[src/rtl/clock_pkg.sv]
// Shared definitions for the clock user-interface blocks.
//   - field index constants (sec/min/hour) and field count
//   - mode-state enumeration for the RUN/SET state machine
//   - sel_field display encodings
//   - helpers that map a mode state to its field one-hot, its display
//     encoding and the state a mode press advances to
package clock_pkg;

    localparam int NUM_FIELDS = 3;
    localparam int FIELD_SEC  = 0;
    localparam int FIELD_MIN  = 1;
    localparam int FIELD_HOUR = 2;

    typedef enum logic [1:0] {
        RUN      = 2'd0,
        SET_HOUR = 2'd1,
        SET_MIN  = 2'd2,
        SET_SEC  = 2'd3
    } mode_state_e;

    localparam logic [1:0] SEL_NONE = 2'd0;
    localparam logic [1:0] SEL_SEC  = 2'd1;
    localparam logic [1:0] SEL_MIN  = 2'd2;
    localparam logic [1:0] SEL_HOUR = 2'd3;

    // One-hot of the field being edited; all zero in RUN.
    function automatic logic [NUM_FIELDS-1:0] field_onehot(input mode_state_e s);
        logic [NUM_FIELDS-1:0] oh;
        oh = '0;
        case (s)
            SET_HOUR: oh[FIELD_HOUR] = 1'b1;
            SET_MIN:  oh[FIELD_MIN]  = 1'b1;
            SET_SEC:  oh[FIELD_SEC]  = 1'b1;
            default:  oh = '0;
        endcase
        return oh;
    endfunction

    function automatic logic [1:0] sel_encode(input mode_state_e s);
        logic [1:0] sel;
        case (s)
            SET_HOUR: sel = SEL_HOUR;
            SET_MIN:  sel = SEL_MIN;
            SET_SEC:  sel = SEL_SEC;
            default:  sel = SEL_NONE;
        endcase
        return sel;
    endfunction

    // Mode-press ring: RUN -> SET_HOUR -> SET_MIN -> SET_SEC -> RUN.
    function automatic mode_state_e next_mode(input mode_state_e s);
        mode_state_e n;
        case (s)
            RUN:      n = SET_HOUR;
            SET_HOUR: n = SET_MIN;
            SET_MIN:  n = SET_SEC;
            default:  n = RUN;
        endcase
        return n;
    endfunction

endpackage

[src/rtl/btn_debounce.sv]
// Two-flop synchronizer followed by a debounce counter for one raw button.
// Ports:
//   clk, rst_n : clock, asynchronous active-low reset
//   raw        : raw button level, asynchronous to clk
//   level      : debounced level
//   rise       : one-cycle pulse, registered together with a 0->1 level change
module btn_debounce #(
    parameter int DEBOUNCE_CYCLES = 16
) (
    input  logic clk,
    input  logic rst_n,
    input  logic raw,
    output logic level,
    output logic rise
);

    localparam int CW = (DEBOUNCE_CYCLES > 1) ? $clog2(DEBOUNCE_CYCLES + 1) : 1;

    logic          sync_q1;
    logic          sync_q2;
    logic [CW-1:0] cnt;

    // The counter measures how long the synchronized level has disagreed
    // with the accepted level; any agreement restarts the measurement.
    always_ff @(posedge clk or negedge rst_n) begin
        if (!rst_n) begin
            sync_q1 <= 1'b0;
            sync_q2 <= 1'b0;
            cnt     <= '0;
            level   <= 1'b0;
            rise    <= 1'b0;
        end else begin
            sync_q1 <= raw;
            sync_q2 <= sync_q1;
            rise    <= 1'b0;
            if (sync_q2 == level) begin
                cnt <= '0;
            end else if (cnt == CW'(DEBOUNCE_CYCLES - 1)) begin
                cnt   <= '0;
                level <= sync_q2;
                rise  <= sync_q2;
            end else begin
                cnt <= cnt + CW'(1);
            end
        end
    end

endmodule

[src/rtl/time_set_ctrl.sv]
// Button user interface for the clock's time-setting mode.
// Debounces mode/up/down, runs the RUN/SET_HOUR/SET_MIN/SET_SEC machine and
// produces per-field set/freeze levels plus single-cycle inc/dec pulses with
// hold-to-auto-repeat, an idle timeout back to RUN and a display blink.
// Ports:
//   clk, rst_n                 : clock, asynchronous active-low reset
//   btn_mode, btn_up, btn_down : raw active-high buttons
//   ctrl_set[2:0]              : one-hot set enable of the edited field
//   inc[2:0], dec[2:0]         : one-cycle step pulses on the edited field
//   freeze[2:0]                : hold on every field not being edited
//   sel_field[1:0]             : 0 none, 1 sec, 2 min, 3 hour
//   blink                      : display blink while editing, 0 in RUN
// All outputs are registered.
import clock_pkg::*;

module time_set_ctrl #(
    parameter int DEBOUNCE_CYCLES = 16,
    parameter int REPEAT_DELAY    = 500,
    parameter int REPEAT_RATE     = 100,
    parameter int TIMEOUT         = 5000
) (
    input  logic                  clk,
    input  logic                  rst_n,
    input  logic                  btn_mode,
    input  logic                  btn_up,
    input  logic                  btn_down,
    output logic [NUM_FIELDS-1:0] ctrl_set,
    output logic [NUM_FIELDS-1:0] inc,
    output logic [NUM_FIELDS-1:0] dec,
    output logic [NUM_FIELDS-1:0] freeze,
    output logic [1:0]            sel_field,
    output logic                  blink
);

    localparam int REP_MAX = (REPEAT_DELAY > REPEAT_RATE) ? REPEAT_DELAY : REPEAT_RATE;
    localparam int REP_W   = $clog2(REP_MAX + 1);
    localparam int TO_W    = $clog2(TIMEOUT + 1);
    localparam int BL_W    = $clog2(REPEAT_RATE + 1);

    logic mode_lvl_unused, mode_rise;
    logic up_lvl, up_rise;
    logic dn_lvl, dn_rise;

    btn_debounce #(.DEBOUNCE_CYCLES(DEBOUNCE_CYCLES)) u_mode (
        .clk(clk), .rst_n(rst_n), .raw(btn_mode), .level(mode_lvl_unused), .rise(mode_rise));
    btn_debounce #(.DEBOUNCE_CYCLES(DEBOUNCE_CYCLES)) u_up (
        .clk(clk), .rst_n(rst_n), .raw(btn_up), .level(up_lvl), .rise(up_rise));
    btn_debounce #(.DEBOUNCE_CYCLES(DEBOUNCE_CYCLES)) u_down (
        .clk(clk), .rst_n(rst_n), .raw(btn_down), .level(dn_lvl), .rise(dn_rise));

    mode_state_e      state_q, state_d;
    logic             armed_q, armed_d;        // a press happened; holding it may repeat
    logic             rep_up_q, rep_up_d;      // direction of the armed button
    logic             rep_first_q, rep_first_d; // still waiting for the first repeat
    logic [REP_W-1:0] rep_cnt_q, rep_cnt_d;
    logic [TO_W-1:0]  to_cnt_q, to_cnt_d;
    logic [BL_W-1:0]  bl_cnt_q;
    logic             pulse_up, pulse_dn;
    logic [REP_W-1:0] rep_limit;

    assign rep_limit = rep_first_q ? REP_W'(REPEAT_DELAY - 1) : REP_W'(REPEAT_RATE - 1);

    // Priority: mode press, then timeout, then up/down. Pulses are only
    // produced in branches that keep the state, so they never coincide with
    // a state change, and every state change disarms repeat.
    always_comb begin
        state_d     = state_q;
        armed_d     = armed_q;
        rep_up_d    = rep_up_q;
        rep_first_d = rep_first_q;
        rep_cnt_d   = rep_cnt_q;
        to_cnt_d    = to_cnt_q;
        pulse_up    = 1'b0;
        pulse_dn    = 1'b0;

        if (state_q == RUN || mode_rise || to_cnt_q == TO_W'(TIMEOUT)) begin
            armed_d   = 1'b0;
            rep_cnt_d = '0;
            to_cnt_d  = '0;
            if (mode_rise) begin
                state_d = next_mode(state_q);
            end else if (state_q != RUN) begin
                state_d = RUN;
            end
        end else begin
            to_cnt_d = to_cnt_q + TO_W'(1);
            if (up_lvl && dn_lvl) begin
                // Conflicting buttons: stay quiet until both are released
                // and one is pressed again.
                armed_d   = 1'b0;
                rep_cnt_d = '0;
                if (up_rise || dn_rise) begin
                    to_cnt_d = '0;
                end
            end else if (up_rise || dn_rise) begin
                pulse_up    = up_rise;
                pulse_dn    = dn_rise;
                armed_d     = 1'b1;
                rep_up_d    = up_rise;
                rep_first_d = 1'b1;
                rep_cnt_d   = '0;
                to_cnt_d    = '0;
            end else if (armed_q && (rep_up_q ? up_lvl : dn_lvl)) begin
                if (rep_cnt_q == rep_limit) begin
                    pulse_up    = rep_up_q;
                    pulse_dn    = !rep_up_q;
                    rep_first_d = 1'b0;
                    rep_cnt_d   = '0;
                    to_cnt_d    = '0;
                end else begin
                    rep_cnt_d = rep_cnt_q + REP_W'(1);
                end
            end else begin
                armed_d   = 1'b0;
                rep_cnt_d = '0;
            end
        end
    end

    always_ff @(posedge clk or negedge rst_n) begin
        if (!rst_n) begin
            state_q     <= RUN;
            armed_q     <= 1'b0;
            rep_up_q    <= 1'b0;
            rep_first_q <= 1'b0;
            rep_cnt_q   <= '0;
            to_cnt_q    <= '0;
            bl_cnt_q    <= '0;
            ctrl_set    <= '0;
            inc         <= '0;
            dec         <= '0;
            freeze      <= '0;
            sel_field   <= SEL_NONE;
            blink       <= 1'b0;
        end else begin
            state_q     <= state_d;
            armed_q     <= armed_d;
            rep_up_q    <= rep_up_d;
            rep_first_q <= rep_first_d;
            rep_cnt_q   <= rep_cnt_d;
            to_cnt_q    <= to_cnt_d;
            // Field outputs follow the next state so they switch together
            // with the state register.
            ctrl_set    <= field_onehot(state_d);
            freeze      <= (state_d == RUN) ? '0 : ~field_onehot(state_d);
            sel_field   <= sel_encode(state_d);
            inc         <= pulse_up ? field_onehot(state_q) : '0;
            dec         <= pulse_dn ? field_onehot(state_q) : '0;
            // Blink phase restarts on entry to editing and is forced low in RUN.
            if (state_d == RUN || state_q == RUN) begin
                bl_cnt_q <= '0;
                blink    <= 1'b0;
            end else if (bl_cnt_q == BL_W'(REPEAT_RATE - 1)) begin
                bl_cnt_q <= '0;
                blink    <= ~blink;
            end else begin
                bl_cnt_q <= bl_cnt_q + BL_W'(1);
            end
        end
    end

endmodule
[config.mk]
export PLATFORM = sky130hd
export DESIGN_NAME = time_set_ctrl
export DESIGN_NICKNAME = d
export VERILOG_FILES = /design/src/rtl/clock_pkg.sv /design/src/rtl/btn_debounce.sv /design/src/rtl/time_set_ctrl.sv
export SDC_FILE = /design/constraint.sdc
export NUM_CORES = 1
export LEC_CHECK = 0
export ABC_AREA = 1
export BUFFER_PORTS_ARGS = -buffer_cell sky130_fd_sc_hd__clkbuf_2
export CELL_PAD_IN_SITES_DETAIL_PLACEMENT = 0
export CELL_PAD_IN_SITES_GLOBAL_PLACEMENT = 1
export CORE_AREA = 4 4 87 109
export DETAILED_ROUTE_END_ITERATION = 12
export DIE_AREA = 0 0 91 113
export PLACE_DENSITY = 0.7
export SLEW_MARGIN = 15
export SYNTH_ARGS = -nofsm -noshare
export SYNTH_HDL_FRONTEND = slang
export SYNTH_SLANG_ARGS = --single-unit
[constraint.sdc]
create_clock -name clk -period 1.8 [get_ports clk]
set_input_delay 0.54 -clock clk [delete_from_list [all_inputs] [get_ports clk]]
set_output_delay 0.54 -clock clk [all_outputs]
set_load 0.02 [all_outputs]
# Word-level counts from Yosys, hierarchy flattened
# Index checks and enable logic that the tools add are counted.
[op_classes]
reduce_logical = 18
bitwise_logic = 7
eq_ne = 16
order_cmp = 0
mux = 60
n_mul = 0
n_div = 0
shifts = 0
n_addsub = 6
[ops]
columns = ["operator", "n"]
rows = [
  ["$mux W13", 6],
  ["$mux W9", 6],
  ["$mux W1", 32],
  ["$mux W5", 6],
  ["$add A5 B1 Y5 const B", 3],
  ["$eq A5 B4 Y1 const B", 3],
  ["$mux W7", 2],
  ["$add A13 B1 Y13 const B", 1],
  ["$eq A13 B13 Y1 const B", 1],
  ["$pmux W2 S3", 2],
  ["$add A9 B1 Y9 const B", 1],
  ["$eq A9 B9 Y1", 1],
  ["$mux W3", 3],
  ["$eq A2 B2 Y1 const B", 4],
  ["$reduce_bool A2 Y1", 4],
  ["$add A7 B1 Y7 const B", 1],
  ["$eq A7 B7 Y1 const B", 1],
  ["$mux W2", 3],
  ["$not A1 Y1", 6],
  ["$reduce_and A2 Y1", 3],
  ["$eq A2 B1 Y1 const B", 2],
  ["$logic_not A2 Y1", 2],
  ["$logic_or A1 B1 Y1", 4],
  ["$ne A4 B4 Y1 const B", 1],
  ["6 further kinds", 9],
]
[totals]
input_bits = 5
mem_bits_rw = 0
word_cells = 135
latch_bits = 0
ff_bits = 76
n_memories = 0
rom_bits = 0

# Depth between registers and ports, before layout
# Gate-level depths: netlist of run 1.
[depth]
word_depth = 8
mapped_depth = 13

# Modules after synthesis
# Synthesis of run 1 repeated with hierarchy kept, for this count alone.
[hier_totals]
cells_unflattened = 371
hier_area_um2 = 3390.8
[by_module_without_submodules]
columns = ["mod", "instances", "area_each_um2", "seq_area_each_um2", "cells_per_inst"]
rows = [
  ["time_set_ctrl", 1, 2324.7, 1151.1, 257],
  ["btn_debounce", 3, 355.3, 225.2, 38],
]

# Worst setup path before layout of run 1
# No wires, ideal clock.
[synth_timing]
path_kind = "register to register"
start = "register state_q[0]"
end = "register blink"
path_stages_with_launch = 12
synth_period_minus_slack_ps = 1890
path_slack_ps = -90
required_time_ps = 1665
arrival_time_ps = 1756
cell_sequence = "dfrtp_1 inv_1 ha_1 nor2_1 nand2_2 nand2_1 o211ai_1 ha_1 nor2_1 o21ai_1 nand3_1 o21ai_0"
[synth_via]
elab_chain_len = 7
elab_cells_between_ends = 14
[synth_lines]
columns = ["item", "line", "rtl"]
rows = [
  ["from (decl)", "time_set_ctrl.sv:51", "mode_state_e state_q, state_d;"],
  ["from (signal assigned)", "time_set_ctrl.sv:136", "state_q <= state_d;"],
  ["$eq A2 B2 Y1, or another cell as far along", "clock_pkg.sv:53", "case (s)"],
  ["$pmux W2 S3, or another cell as far along", "clock_pkg.sv:53", ""],
  ["$mux W2 / $logic_or A1 B1 Y1 (equally long branches)", "time_set_ctrl.sv:80, time_set_ctrl.sv:76", ""],
  ["$mux W2", "time_set_ctrl.sv:76", "if (state_q == RUN || mode_rise || to_cnt_q == TO_W'(TIMEOUT)) begin"],
  ["$logic_not A2 Y1", "time_set_ctrl.sv:150", "if (state_d == RUN || state_q == RUN) begin"],
  ["$logic_or A1 B1 Y1 *", "time_set_ctrl.sv:150", ""],
  ["$mux W1 / $reduce_bool A2 Y1 (equally long branches)", "n/a", ""],
  ["to (signal assigned)", "time_set_ctrl.sv:155", "blink <= ~blink;"],
  ["to (decl)", "time_set_ctrl.sv:32", "output logic blink"],
]
# Mark *: on every way between the ends. The rest lies on a longest branch, timed or not.
# A chain may end at the register's enable or synchronous reset.

==> out/qor.yml, run 1 <==
finish:
  design.final.nets: 412
  fraction_of_final_layout_cells_with_drive_strength_greater_than_1_pct: 24.18
  area_growth_from_synthesis_to_final_layout_pct: 19.13
  finalInstanceArea_sq_um: 3935
  final_core_utilization_pct: 45.98
  diodes: 0
yosys:
  synth-edff-count: 0
  yosysSeqAreaShare_pct: 55.30
  synthesis.nets: 370
  avg_cell_area_syn_sq_um: 9.438
  synth_cell_types: 26
  post_synth_arst_share_pct: 100.0
  synthTopCellsByCount: "sky130_fd_sc_hd__dfrtp_1, sky130_fd_sc_hd__nand2_1, sky130_fd_sc_hd__nor2_1"
  synth_area_leader_cell: "sky130_fd_sc_hd__dfrtp_1"
  synth.top_cell.area_share_pct: 55.30
  synth_flop_cell: "sky130_fd_sc_hd__dfrtp_1"
  syn_inst: 350
  synth-warning-count: 0
  synth-seq-cells: 73
  most_frequent_cell_after_synthesis: "sky130_fd_sc_hd__dfrtp_1"
  syn_area_sq_um: 3303
  ys_top_cells_by_area: "sky130_fd_sc_hd__dfrtp_1, sky130_fd_sc_hd__nand2_1, sky130_fd_sc_hd__nor2_1"
critical_path:
  rr_endpoint: "blink"
  critical_path.most_common_cell: "sky130_fd_sc_hd__buf_4"
  timing.rr.start: "to_cnt_q[1]"
  worst_ep_arrival_time_ns: 1.17
  timing.critical_path.slowest_cell_delay_ns: 0.39
  maximum_net_fanout_on_the_critical_path: 4
  setup.worst_path.end_class: "output port"
  r2r.worst_path.cells: 13
  worstSetupStartpointType: "flip-flop"
  crit_chain: "buf_4, buf_4, clkbuf_2"
  critical_path_rt_ns: 1.26
  crit_type: "reg2out"
  reg2reg_setup_slack_ns: 0.10
  critPathSlowestCell: "sky130_fd_sc_hd__dfrtp_1"
detailed_routing:
  post_drt_wl_per_cell_microns: 11.48
  number_of_nets_with_antenna_violations_after_routing: 0
  num_vias: 2253
  routed_wirelength_microns: 5708
  drt_iter0_markers: 87
  route.detailed.vias_per_inst: 4.533
  dr.max_layer_used: "met4"
  detail_route.drc_violations: 0
  wl_met1_microns: 2552
  drt_pass_1_iters: 4
  route.met3.wl_microns: 196
  wl_met2_microns: 2771
placed_design:
  port_buffer_count: 19
  place_area_sq_um: 3595
  place.detailed.hpwl_microns: 4145
  gp_congestion: 0.7699
sta:
  setup_viol: 0
  slew_limit_headroom_pct: 71.61
  timing_worst_slew_pin_value_ns: 0.4229
  hold_viol: 0
  maxClockFrequency_mhz: 585.4
  final-max-slew-violation-count: 0
  clock-skew-final_ns: 0.007369
  rsz0062_at_grt: "true"
  layout_min_cycle_time_ns: 1.708
  fin_crit_sh_pct: 94.91
die:
  fp.coreArea_sq_um: 8558
  die_x_extent_microns: 91
  start_util_pct: 38.60
  fp-row-count: 38
  design.portCount: 20
  die_height_microns: 113
  design.die.area_sq_um: 10280
power_and_ir_drop:
  share_seq_of_total_power_pct: 50.9
  power_switching_share_pct: 20.82
  comb_power_share_pct: 2.4
  cell_internal_pwr_w: 0.002608
  power.share.clock_pct: 46.7
  switching_power_w: 0.0006855
  worst_ir_drop_vdd_v: 0.0006130
  leakage_nw: 1.840
  powerDensity_nw_per_um2: 836.9
clocking:
  tritoncts_clock_tree: "done"
  tritoncts.num_buffers: 9
  cts.reportedPaths.clkPinSlew_ns: 0.07
  clock_insertion_delay_worst_skew_ns: 0.36
  clock_path_buffers: 2
  cts-htree-levels: 3
  number_of_sinks_handled_by_clock_tree_synthesis: 73
  clk_root_buffer_cell: "sky130_fd_sc_hd__clkbuf_8"
grt:
  grt_first_pass_wirelength_microns: 9936
  grtUsageTotal_pct: 12.39
  grt_pass1_vias: 2319
  grt_start_max_net_pins: 31
  globalRoute.totalOverflow: 0
  antenna_found_initial: 0
worst_hold_path:
  worstHoldPathType: "in2async"
outcome:
  status: "finished, final reports clean"
run:
  max_cap_violations: 0
power by group through the flow:
stage / registers, W / clock network [W] / logic [W]
2_1_floorplan: 0.00171 / 0 / 0.0000322
3_3_place_gp: 0.00171 / 0 / 0.0000825
6_report: 0.00168 / 0.00154 / 0.0000791
5_1_grt: 0.00168 / 0.00165 / 0.0000963
4_1_cts: 0.00168 / 0.00159 / 0.0000839
3_5_place_dp: 0.00171 / 0 / 0.0000837
sequential cells by signal, indices dropped and copies added, names as in the netlist, 2 cells and up:
signal      cells
u_up.cnt        5
dec             3
state_q         2
u_down.cnt      5
bl_cnt_q        7
rep_cnt_q       9
to_cnt_q       13
inc             3
u_mode.cnt      5
ctrl_set        3
what timing repair did:
| item | 4_1_cts | 5_1_grt |
|---|---|---|
| setup endpoints to repair | 3 | 9 |
| gates resized for setup | 2 | 18 |
| setup buffers | 2 | 2 |
| pin swaps | 4 | 8 |
| hold buffers | 0 | 0 |
area by class of cell:
| cell class | count | area [sq um] |
|---|---|---|
| Clock buffer | 9 | 123.9 |
| Multi-Input combinational cell | 231 | 1353 |
| Timing Repair Buffer | 35 | 230.2 |
| Sequential cell | 73 | 1827 |
| Inverter | 42 | 157.7 |
| Tap cell | 100 | 125.1 |
| Clock inverter | 7 | 118.9 |
| Fill cell | 833 | 4623 |
per-layer routing:
layer  track usage, %  vias up
li1                 -     1155
met1            14.63     1058
met2            19.60       27
met3            3.324       13
met4            8.652        0
met5                0        -
worst max-delay path: cells and delay by family (launching register included):
family | cells | cell delay (ns)
flops | 1 | 0.39
buf+inv | 3 | 0.43
how the worst max path moves through the flow:
stage,from,endpoint,slack (ns),cells after the start
6_report,state_q[0],sel_field[0],0.09,3
3_3_place_gp,to_cnt_q[0],blink,0.09,13
2_1_floorplan,state_q[0],blink,0.005,11
3_5_place_dp,to_cnt_q[1],bl_cnt_q[6],-0.04,12
4_1_cts,state_q[0],blink,0.006,9
5_1_grt,to_cnt_q[1],bl_cnt_q[3],-0.06,12
cells in the final DEF, fill, tap and decap left out, types with 6 or more instances in the layout:
cell / n
sky130_fd_sc_hd__nor2_2: 16
sky130_fd_sc_hd__nand2_1: 62
sky130_fd_sc_hd__clkbuf_2: 18
sky130_fd_sc_hd__xor2_1: 19
sky130_fd_sc_hd__nor2_1: 60
sky130_fd_sc_hd__inv_1: 35
sky130_fd_sc_hd__ha_1: 12
sky130_fd_sc_hd__xnor2_1: 6
sky130_fd_sc_hd__buf_4: 16
sky130_fd_sc_hd__dfrtp_1: 73
sky130_fd_sc_hd__nor3_1: 10
sky130_fd_sc_hd__inv_2: 7
sky130_fd_sc_hd__nand3_1: 14
sky130_fd_sc_hd__clkbuf_8: 9
per-stage QoR:
step                      std cells  worst slack [ns]   TNS, ns  hold slack [ns]  power [W]
after global routing            497          -0.05691  -0.09404           0.1236   0.003423
after floorplan                 350          0.004865         0           0.2444   0.001738
final                           497           0.09162         0          0.09893   0.003293
after detailed placement        477          -0.04044  -0.05094           0.3365   0.001792
after CTS                       495          0.005672         0           0.1027   0.003349
after global placement          477           0.08905         0           0.3325   0.001790
cell families (layout without fill, tap and decap cells):
kind of cell	Yosys count	after routing	synth area share, %
AND/OR/NAND/NOR	183	183	24.89
flip-flops	73	73	55.30
buffers and inverters	46	93	6.061
XOR/XNOR	25	25	6.629
adder cells (fa/ha/maj)	15	15	5.682
AO/OA/AOI/OAI	8	8	1.439
Note: power is estimated with default switching activity, not from simulation.
==> run 2: changes to the inputs <==
--- a/config.mk
+++ b/config.mk
@@ -5,14 +5,14 @@
 export SDC_FILE = /design/constraint.sdc
 export NUM_CORES = 1
 export LEC_CHECK = 0
-export ABC_AREA = 1
 export BUFFER_PORTS_ARGS = -buffer_cell sky130_fd_sc_hd__clkbuf_2
 export CELL_PAD_IN_SITES_DETAIL_PLACEMENT = 0
 export CELL_PAD_IN_SITES_GLOBAL_PLACEMENT = 1
 export CORE_AREA = 4 4 87 109
 export DETAILED_ROUTE_END_ITERATION = 12
 export DIE_AREA = 0 0 91 113
-export PLACE_DENSITY = 0.7
+export GPL_ROUTABILITY_DRIVEN = 0
+export PLACE_DENSITY = 0.68
 export SLEW_MARGIN = 15
 export SYNTH_ARGS = -nofsm -noshare
 export SYNTH_HDL_FRONTEND = slang
==> run 2 against run 1 <==
Effect of this change: synthesized cell count decreased by 18%; critical path depth increased by 7; clock skew increased by 0.00051 ns; die area unchanged; critical endpoint is now bl_cnt_q[2]; design area increased by 1.2%; the flow now finishes with violations (setup timing).
==> out/qor.yml, run 2 <==
finish:
  largest_register_ffs: 13
  area_growth_from_synthesis_to_final_layout_pct: 21.20
  max_flop_register: "to_cnt_q"
  final_common_cell: "sky130_fd_sc_hd__dfrtp_1"
  fillers: 811
  diodes: 0
  stdcell_count: 450
  mostFrequentLayoutCells: "sky130_fd_sc_hd__dfrtp_1, sky130_fd_sc_hd__nor2_1, sky130_fd_sc_hd__buf_4"
  design.final.nets: 365
  biggestRegsByFlops: "to_cnt_q x13, rep_cnt_q x9, bl_cnt_q x7"
  fraction_of_final_layout_cells_with_drive_strength_greater_than_1_pct: 27.14
yosys:
  yosysSeqAreaShare_pct: 55.58
  syn_inst: 288
  synthesis.nets: 308
  synth-warning-count: 0
  post_synth_arst_share_pct: 100.0
  syn_area_sq_um: 3287
  synth-edff-count: 0
  synth_flop_cell: "sky130_fd_sc_hd__dfrtp_1"
  synth_area_leader_cell: "sky130_fd_sc_hd__dfrtp_1"
  synth.top_cell.area_share_pct: 55.58
  avg_cell_area_syn_sq_um: 11.41
  ys_top_cells_by_area: "sky130_fd_sc_hd__dfrtp_1, sky130_fd_sc_hd__ha_1, sky130_fd_sc_hd__nor2_1"
  most_frequent_cell_after_synthesis: "sky130_fd_sc_hd__dfrtp_1"
  synthTopCellsByCount: "sky130_fd_sc_hd__dfrtp_1, sky130_fd_sc_hd__nor2_1, sky130_fd_sc_hd__nand3_1"
  synth_cell_types: 40
  synth-seq-cells: 73
detailed_routing:
  num_vias: 2148
  detail_route.drc_violations: 0
  routed_wirelength_microns: 5431
  drt_iter0_markers: 80
  post_drt_wl_per_cell_microns: 12.07
  drt_pass_1_iters: 4
  route.detailed.vias_per_inst: 4.773
  number_of_nets_with_antenna_violations_after_routing: 0
sta:
  fin_ws_ns: -0.08894
  layout_min_cycle_time_ns: 1.889
  fin_crit_sh_pct: 104.9
  slew_limit_headroom_pct: 59.86
  timing_worst_slew_pin_value_ns: 0.5970
  hold_viol: 0
  setup_viol: 10
  whs_ns: 0.08964
  clock-skew-final_ns: 0.007876
  rsz0062_at_grt: "true"
  setup_total_negative_slack_ns: -0.7824
  maxClockFrequency_mhz: 529.4
  final-max-slew-violation-count: 0
critical_path:
  crit_chain: "inv_1, ha_2, nand4bb_1, or3_4, nor2_4, o31a_1, ha_2, nor2_4, nand2_4, nor2_1"
  critical_path_rt_ns: 2.03
  crit_type: "reg2reg"
  worst_ep_arrival_time_ns: 2.12
  setup.worst_path.end_class: "flip-flop"
  cpLargestDelayFamily: "simple AND/OR/NAND/NOR gates"
  maximum_net_fanout_on_the_critical_path: 6
  critPathSlowestCell: "sky130_fd_sc_hd__dfrtp_1"
  number_of_buffer_and_inverter_stages_on_the_critical_path: 1
  worstSetupStartpointType: "flip-flop"
  timing.critical_path.slowest_cell_delay_ns: 0.38
power_and_ir_drop:
  share_seq_of_total_power_pct: 59.2
  worst_ir_drop_vdd_v: 0.0003088
  total_power_w: 0.002838
  power_switching_share_pct: 23.03
  comb_power_share_pct: 3.0
  cell_internal_pwr_w: 0.002184
  power.share.clock_pct: 37.8
  powerDensity_nw_per_um2: 712.4
  switching_power_w: 0.0006536
  leakage_nw: 1.783
outcome:
  status: "complete, but fails checks"
  failed_checks: "setup timing"
run:
  max_cap_violations: 0
die:
  fp-row-count: 38
  die_height_microns: 113
  fp.coreArea_sq_um: 8558
  die_x_extent_microns: 91
  start_util_pct: 38.41
  design.die.area_sq_um: 10280
  design.portCount: 20
worst_hold_path:
  worstHoldPathType: "in2async"
clocking:
  cts-hold-fix-buffers: 0
  clock_path_buffers: 2
  tritoncts.num_buffers: 9
  cts.reportedPaths.clkPinSlew_ns: 0.08
  number_of_sinks_handled_by_clock_tree_synthesis: 73
  clock_insertion_delay_worst_skew_ns: 0.34
  cts-htree-levels: 3
  clk_root_buffer_cell: "sky130_fd_sc_hd__clkbuf_8"
  tritoncts_clock_tree: "done"
grt:
  antenna_found_initial: 0
  grt_start_max_net_pins: 35
  grtUsageTotal_pct: 12.14
  grt_first_pass_wirelength_microns: 9963
  grt_pass1_vias: 2229
  globalRoute.totalOverflow: 0
placed_design:
  port_buffer_count: 19
  dpl.cell_count: 431
  place.detailed.hpwl_microns: 3916
==> run 2: cell types whose count changed after synthesis, sizes merged, moves of 5 or more <==
cell	change
nor2b	+5
nor2	-28
nor3	-8
nand2	-54
xnor2	+9
inv	-26
and3	+5
==> run 2: final timing paths <==
path                                      from             end  slack (ns)  cells after the start
worst max-delay path               to_cnt_q[0]     bl_cnt_q[2]       -0.09                     10
worst min-delay path                     rst_n     ctrl_set[1]        0.09                      1
worst max register to register     to_cnt_q[0]     bl_cnt_q[2]       -0.09                     10
worst min register to register  u_mode.sync_q1  u_mode.sync_q2        0.36                      0
max in group asynchronous                rst_n    u_up.sync_q1        1.23                      2
min in group clk                      btn_mode  u_mode.sync_q1        0.30                      1
==> run 2: cells by family after synthesis <==
family	after synthesis	share of synthesized area (%)
fa+ha+maj	15	5.710
compound gates	24	6.053
simple gates	120	19.68
mux	4	1.370
buf+inv	21	3.350
xor+xnor	31	8.260
flops	73	55.58
==> run 2: metal layers <==
metal | vias up | track usage [%] | part of all wire (%)
met3 | 11 | 3.790 | 3.0
met5 | - | 0 | 0
met1 | 1038 | 15.07 | 45
met2 | 19 | 19.45 | 50
li1 | 1080 | - | -
met4 | 0 | 5.433 | 2.0
==> run 2: final cells by class <==
class                   count  area, sq um  share of cell area, %
flip-flops and latches     73         1827                  45.85
repair buffers             51        385.4                  9.673
multi-input cells         194         1424                  35.74
clock buffers              10        127.6                  3.204
clock inverters             6        35.03                 0.8794
inverters                  16        60.06                  1.508
well taps                 100        125.1                  3.141
==> run 2: timing repair <==
action                                 CTS  global route
resized for setup                        2            13
endpoints found under the hold margin    0             0
setup endpoints to repair               10            23
pin swaps                                0             3
gates cloned                             0             0
buffers inserted                         1             2
==> run 2: power by group through the flow <==
stage	logic, W	clock network (W)	registers, W
after floorplan	0.0000333	0	0.00171
after global placement	0.0000856	0	0.00171
after detailed placement	0.0000880	0	0.00171
after CTS	0.0000883	0.00113	0.00168
after global routing	0.000102	0.00120	0.00168
final	0.0000843	0.00107	0.00168
==> run 2: stage by stage <==
stage	worst slack, ns	utilization (%)	instance area, sq um
after global placement	-0.07905	43.58	3730
after floorplan	-0.1097	-	3292
after detailed placement	-0.1248	43.58	3730
final	-0.08894	46.55	3984
after CTS	-0.08619	45.63	3905
after global routing	-0.2324	46.55	3984
